`config.mk`:
```
export PLATFORM = sky130hd
export DESIGN_NAME = midi_byte_rx
export DESIGN_NICKNAME = d
export VERILOG_FILES = /design/src/rtl/midi_byte_rx.sv
export SDC_FILE = /design/constraint.sdc
export NUM_CORES = 1
export LEC_CHECK = 0
export CELL_PAD_IN_SITES_DETAIL_PLACEMENT = 0
export CELL_PAD_IN_SITES_GLOBAL_PLACEMENT = 1
export CORE_MARGIN = 2
export CORE_UTILIZATION = 25
export CTS_BUF_LIST = sky130_fd_sc_hd__clkbuf_16
export DETAILED_ROUTE_END_ITERATION = 8
export PLACE_DENSITY_LB_ADDON = 0.12
export SLEW_MARGIN = 5
export SYNTH_ARGS = -nofsm -noshare
export SYNTH_HDL_FRONTEND = slang
export SYNTH_SLANG_ARGS = --single-unit
```
`constraint.sdc`:
```
create_clock -name clk -period 1.8 [get_ports clk]
set_input_delay 0.27 -clock clk [delete_from_list [all_inputs] [get_ports clk]]
set_output_delay 0.27 -clock clk [all_outputs]
set_load 0.1 [all_outputs]
```
`src/rtl/midi_byte_rx.sv`:
```
// MIDI serial receiver: synchronises the raw opto-isolated line, rejects short
// start glitches, de-serialises 8N1 frames and flags bad stop bits.
module midi_byte_rx #(
    parameter int CLKS_PER_BIT = 512,
    parameter int CNT_W        = 10
) (
    input  logic       clk,
    input  logic       rst,
    input  logic       midi_in,
    output logic [7:0] uart_data,
    output logic       uart_data_rdy,
    output logic       uart_frame_err,
    output logic       uart_busy
);

    localparam logic [CNT_W-1:0] HALF_M1 = CNT_W'(CLKS_PER_BIT / 2 - 1);
    localparam logic [CNT_W-1:0] FULL_M1 = CNT_W'(CLKS_PER_BIT - 1);
    localparam logic [CNT_W-1:0] CNT_ONE = CNT_W'(1);

    typedef enum logic [2:0] {
        S_IDLE,
        S_START,
        S_DATA,
        S_STOP,
        S_BREAK_WAIT
    } state_t;

    state_t     state_q, state_d;
    logic [CNT_W-1:0] cnt_q, cnt_d;
    logic [2:0] bit_idx_q, bit_idx_d;
    logic [7:0] shift_q, shift_d;
    logic [7:0] data_q, data_d;
    logic       rdy_q, rdy_d;
    logic       err_q, err_d;
    logic       busy_q, busy_d;
    logic       sync1_q, sync2_q, s_prev_q;
    logic       s;
    logic       fall;
    logic       take_bit;

    assign s    = sync2_q;
    assign fall = s_prev_q & ~s;

    // Each shift-register bit loads only when its own index is being sampled.
    genvar gi;
    generate
        for (gi = 0; gi < 8; gi++) begin : g_shift
            assign shift_d[gi] = (take_bit && (bit_idx_q == 3'(gi))) ? s : shift_q[gi];
        end
    endgenerate

    always_comb begin
        state_d   = state_q;
        cnt_d     = cnt_q;
        bit_idx_d = bit_idx_q;
        data_d    = data_q;
        rdy_d     = 1'b0;
        err_d     = 1'b0;
        take_bit  = 1'b0;

        case (state_q)
            S_IDLE: begin
                cnt_d     = '0;
                bit_idx_d = 3'd0;
                if (fall) begin
                    state_d = S_START;
                end
            end

            // Half a bit in: a line that is high again was only a glitch.
            S_START: begin
                if (cnt_q == HALF_M1) begin
                    cnt_d     = '0;
                    bit_idx_d = 3'd0;
                    state_d   = s ? S_IDLE : S_DATA;
                end else begin
                    cnt_d = cnt_q + CNT_ONE;
                end
            end

            S_DATA: begin
                if (cnt_q == FULL_M1) begin
                    cnt_d     = '0;
                    take_bit  = 1'b1;
                    bit_idx_d = bit_idx_q + 3'd1;
                    if (bit_idx_q == 3'd7) begin
                        state_d = S_STOP;
                    end
                end else begin
                    cnt_d = cnt_q + CNT_ONE;
                end
            end

            // Leaving at mid-stop keeps a back-to-back start edge detectable.
            S_STOP: begin
                if (cnt_q == FULL_M1) begin
                    cnt_d = '0;
                    if (s) begin
                        data_d  = shift_q;
                        rdy_d   = 1'b1;
                        state_d = S_IDLE;
                    end else begin
                        err_d   = 1'b1;
                        state_d = S_BREAK_WAIT;
                    end
                end else begin
                    cnt_d = cnt_q + CNT_ONE;
                end
            end

            S_BREAK_WAIT: begin
                cnt_d = '0;
                if (s) begin
                    state_d = S_IDLE;
                end
            end

            default: begin
                state_d = S_IDLE;
                cnt_d   = '0;
            end
        endcase

        busy_d = (state_d != S_IDLE);
    end

    always_ff @(posedge clk) begin
        if (rst) begin
            state_q   <= S_IDLE;
            cnt_q     <= '0;
            bit_idx_q <= 3'd0;
            shift_q   <= 8'h00;
            data_q    <= 8'h00;
            rdy_q     <= 1'b0;
            err_q     <= 1'b0;
            busy_q    <= 1'b0;
            sync1_q   <= 1'b1;
            sync2_q   <= 1'b1;
            s_prev_q  <= 1'b1;
        end else begin
            state_q   <= state_d;
            cnt_q     <= cnt_d;
            bit_idx_q <= bit_idx_d;
            shift_q   <= shift_d;
            data_q    <= data_d;
            rdy_q     <= rdy_d;
            err_q     <= err_d;
            busy_q    <= busy_d;
            sync1_q   <= midi_in;
            sync2_q   <= sync1_q;
            s_prev_q  <= sync2_q;
        end
    end

    assign uart_data      = data_q;
    assign uart_data_rdy  = rdy_q;
    assign uart_frame_err = err_q;
    assign uart_busy      = busy_q;

endmodule

```
# --- After elaboration in Yosys (flattened, before gate mapping) ---
# Index checks and enable logic that the tools add are counted.
totals:
  wordCells: 74
  ff_bits: 38
op_classes:
  n_eq_ne: 15
  n_addsub: 2
  n_bitwise: 4
  n_reduce_logical: 16
  mux: 19
ops:
  columns: ["op", "count"]
  rows:
  - ["two-way mux 3 bit", 9]
  - ["two-way mux 10 bit", 2]
  - ["one-hot mux 10 bit (2 select lines)", 1]
  - ["== test 3 bit, second input constant", 5]
  - ["one-hot mux 3 bit (5 select lines)", 1]
  - ["== test 3 x 2 -> 1 bit, second input constant", 4]
  - ["adder 10 x 1 -> 10 bit, second input constant", 1]
  - ["== test 10 x 8 -> 1 bit, second input constant", 1]
  - ["== test 10 x 9 -> 1 bit, second input constant", 1]
  - ["one-hot mux 3 bit (3 select lines)", 1]
  - ["logical AND 1 bit", 8]
  - ["== test 3 x 1 -> 1 bit, second input constant", 2]
  - ["logical NOT 3 bit", 2]
  - ["AND reduction 3 bit", 2]
  - ["nonzero test 3 bit", 2]
  - ["two-way mux 1 bit", 4]
  - ["!= test 2 bit, second input constant", 2]
  - ["adder 3 x 1 -> 3 bit, second input constant", 1]
  - ["inverter 1 bit", 3]
  - ["OR reduction 3 bit", 1]
  - ["two-way mux 2 bit", 1]
  - ["OR reduction 2 bit", 1]
  - ["AND 1 bit", 1]

# --- Logic depth before layout (Yosys ltp) ---
logic_depth:
  ltp_word: 5
  mapped_depth: 6
  ltp_nobuf: 6

# --- Worst setup path before layout ---
# No wires, ideal clock.
synth_timing:
  path_type: "register to register"
  from: "register cnt_q[0]"
  to: "register busy_q, in the netlist uart_busy"
  setup_ns: 0.132
  synth_period_minus_slack_ns: 1.491
  path_slack_ns: 0.309
  arrival_time_ns: 1.359
  stages_incl_launch_ff: 7
  path_cell_list: "dfxtp_1 ha_1 and4b_1 buf_4 nand4_1 a32oi_1 o211ai_1"
synth_via:
  elab_chain_cells: 4
  word_cells_on_any_way: 7
synth_rtl:
  columns: ["element", "line_no", "rtl"]
  rows:
  - ["from (decl)", "29", "logic [CNT_W-1:0] cnt_q, cnt_d;"]
  - ["from (signal assigned)", "142", "cnt_q <= cnt_d;"]
  - ["== test 10 x 9 -> 1 bit or == test 10 x 8 -> 1 bit (tied branches)", "82, 96, 72", null]
  - ["two-way mux 3 bit (on tied branches)", "96, 72, 82", null]
  - ["one-hot mux 3 bit (5 select lines) *", "61", "case (state_q)"]
  - ["nonzero test 3 bit *", "124", "busy_d = (state_d != S_IDLE);"]
  - ["to (signal assigned)", "148", "busy_q <= busy_d;"]
  - ["to (decl)", "35", "logic busy_q, busy_d;"]
# Mark *: on every way between the ends. The rest lies on a longest branch, timed or not.
# A chain may end at the register's enable or synchronous reset.

# --- Final worst setup path ---
# Same ends and word-level chain as after synthesis.

==> results.toml <==
[status]
outcome = "finished, final reports clean"

[layout]
diodes = 0
regArea_um2 = 761
stdcell_count = 304
fill_cells = 737
nets = 217
drive_gt1_share_pct = 20.7
syn_to_final_growth_pct = 20.7
multi_input_area_um2 = 936

[drt]
first_pass_iters = 4
ant_nets = 0
drtIter0Drc = 62
routed_via_density = 4.47
vias = 1360
drc = 0
totalWireLength_um = 3670
post_drt_wl_per_cell_um = 12.1

[cts]
tritoncts = "built"
cts.sinks = 38
clk-insertion-delay-late_ps = 280
ctsHoldBuffers = 0
cts_root_buf = "clkbuf_16"
clockBufferDepth = 2
htreeDepth = 2
cts_made_buffers = 5
path_clk_slew_ps = 60

[logic_synthesis]
seq_area_frac_synth_pct = 42.1
synthTopCellsByArea = "dfxtp_1 (42%), mux2i_1 (10%), nor2_1 (5.8%)"
yosysWarnings = 0
synth_seq_cells = 38
synth_top_area_share_pct = 42.1
synth-edff-count = 0
syn_inst = 191
synth_nets = 201
syn_avg_cell_area_um2 = 9.45
synth_top_area_cell = "dfxtp_1"
netlist-cell-type-count = 44
async_flop_share_pct = 0
ys.flop_type = "dfxtp_1"
synth.cell_area_um2 = 1810

[job]
cap_violations = 0

[floorplan]
coreArea_um2 = 6910
die-width_um = 89.0
io_pins = 14
rows = 30
start_util_pct = 26.1
chipHeight_um = 89.0
die-area_um2 = 7920

[timing]
rsz0062_at_grt = "no"
max_slew.worst_pin.slew_ps = 368
setup_violations = 0
drv_slew = 0
clock-skew-final_ps = 6.85
hold_violations = 0
final.period_utilization_pct = 91.0
fmax_mhz = 611
period_needed_ps = 1640
fin_setup_tns_ps = 0
maxSlewHeadroom_pct = 75.3

[grt]
grt_max_degree = 23
grt_pass1_vias = 1280
grt_overflow = 0
gr-usage-all-layers_pct = 10.4
grt_antenna_before_repair = 0
grt_pass1_wl_um = 6270

[setup_path]
worst_setup_path_start_kind = "flop"
cp-end-kind = "flop"
critPathKind = "reg -> reg"
crit_chain = "ha_1 -> and4b_2 -> a41o_1 -> a32oi_2 -> o211ai_1"
critPathRequiredTime_ps = 1940
path_max_fanout = 6
slowest_stage = "dfxtp_1"
crit_path_max_incr_delay_ps = 330
crit_arrival_ps = 1780

[power_and_ir_drop]
p_per_area_nw_per_um2 = 861
leakagePower_nw = 0.923
ir_drop_uv = 292

[placed_design]
placed_cells = 296
post-dp-hpwl_um = 2610
finalWeightedCongestion = 0.831
port_buffers = 13

[min_path]
hp-class = "reg -> reg"
-- per-layer routing --
metal  vias to the layer above  part of all wire, %  track usage, %
met1                       632                   54            15.3
li1                        693                    -               -
met5                         -                    0               0
met4                         0                  1.4            4.48
met3                         8                  4.3            2.77
met2                        27                   40            14.2
-- where the power goes --
part / switching, mW / internal (mW) / total (mW) / leakage [nW]
Combinational: 0.0379 / 0.0216 / 0.0595 / 0.529
Clock: 0.321 / 0.643 / 0.964 / 0.0864
Sequential: 0.00616 / 0.847 / 0.854 / 0.307
-- synth_stat cells (all sizes together) (2+ instances only) --
library cell  number
ha                 7
nand4             12
a21oi              3
and2               3
inv                8
buf               10
xnor2              6
or2                3
clkbuf             3
and2b              2
nand2b             3
mux2i             18
nor2              37
a31oi              3
nand3              4
nor3               2
nor2b              4
and4b              2
dfxtp             38
nand2              4
-- worst paths after layout --
kind	startpoint	endpoint	slack [ps]	depth (start not counted)
setup / recovery	cnt_q[0]	uart_busy	160	5
hold / removal	sync1_q	s	410	1
hold reg to reg	sync1_q	s	410	1
setup reg to reg	cnt_q[0]	uart_busy	160	5
-- cells by family after synthesis --
group | synth area share, %
muxes | 9.98
AOI/OAI and AO/OA | 6.38
buffers and inverters | 6.51
adders and majority gates | 4.85
xor gates and xnor gates | 3.40
and+or+nand+nor | 26.8
DFF | 42.1
-- timing repair --
action,4_1_cts,5_1_grt
resized for setup,0,2
setup endpoints to repair,0,4
buffers inserted,0,0
-- cells in the final DEF (no fill, tap or decap), drive strengths merged, types with 2 or more instances in the layout --
cell           synthesis  routed
buf                   10      20
nand4                 12      12
nand3                  4       4
and4b                  2       2
nor3                   2       2
and2b                  2       2
mux2i                 18      18
nor2b                  4       4
nand2                  4       4
nand2b                 3       3
a21oi                  3       3
clkbuf                 3       5
clkdlybuf4s50          0       2
nor2                  37      37
inv                    8      10
or2                    3       3
and2                   3       3
xnor2                  6       6
ha                     7       7
a31oi                  3       3
dfxtp                 38      38
-- area by class of cell --
type | count | share of cell area [%]
sequential | 38 | 34.9
tap | 96 | 5.51
multi-input combinational | 132 | 42.9
inverter | 8 | 1.38
clock inverter | 3 | 1.72
clock buffer | 5 | 5.74
timing repair buffer | 22 | 7.81
-- state kept, by name, summed over array words and instances (netlist names) --
register and flops:
bit_idx_q 3, cnt_q 10, s 1, s_prev_q 1, shift_q 8, state_q 3
sync1_q 1, uart_busy 1, uart_data 8, uart_data_rdy 1, uart_frame_err 1
-- stage by stage --
step	hold slack (ps)	power [mW]	setup WS [ps]	util (%)	area, um2
6_report	415	1.88	162	31.6	2180
5_1_grt	435	1.94	39.7	31.6	2180
4_1_cts	416	1.90	101	31.4	2170
3_5_place_dp	402	0.931	5.11	29.1	2010
3_3_place_gp	404	0.931	11.4	29.1	2010
2_1_floorplan	374	0.914	309	-	1810
-- worst max-delay path, delay by kind of cell, from the launching register on --
kind,cells,cell delay [ps]
compound gates,3,620
flops,1,330
simple gates,1,280
fa+ha+maj,1,260
(Power assumes the default switching activity.)
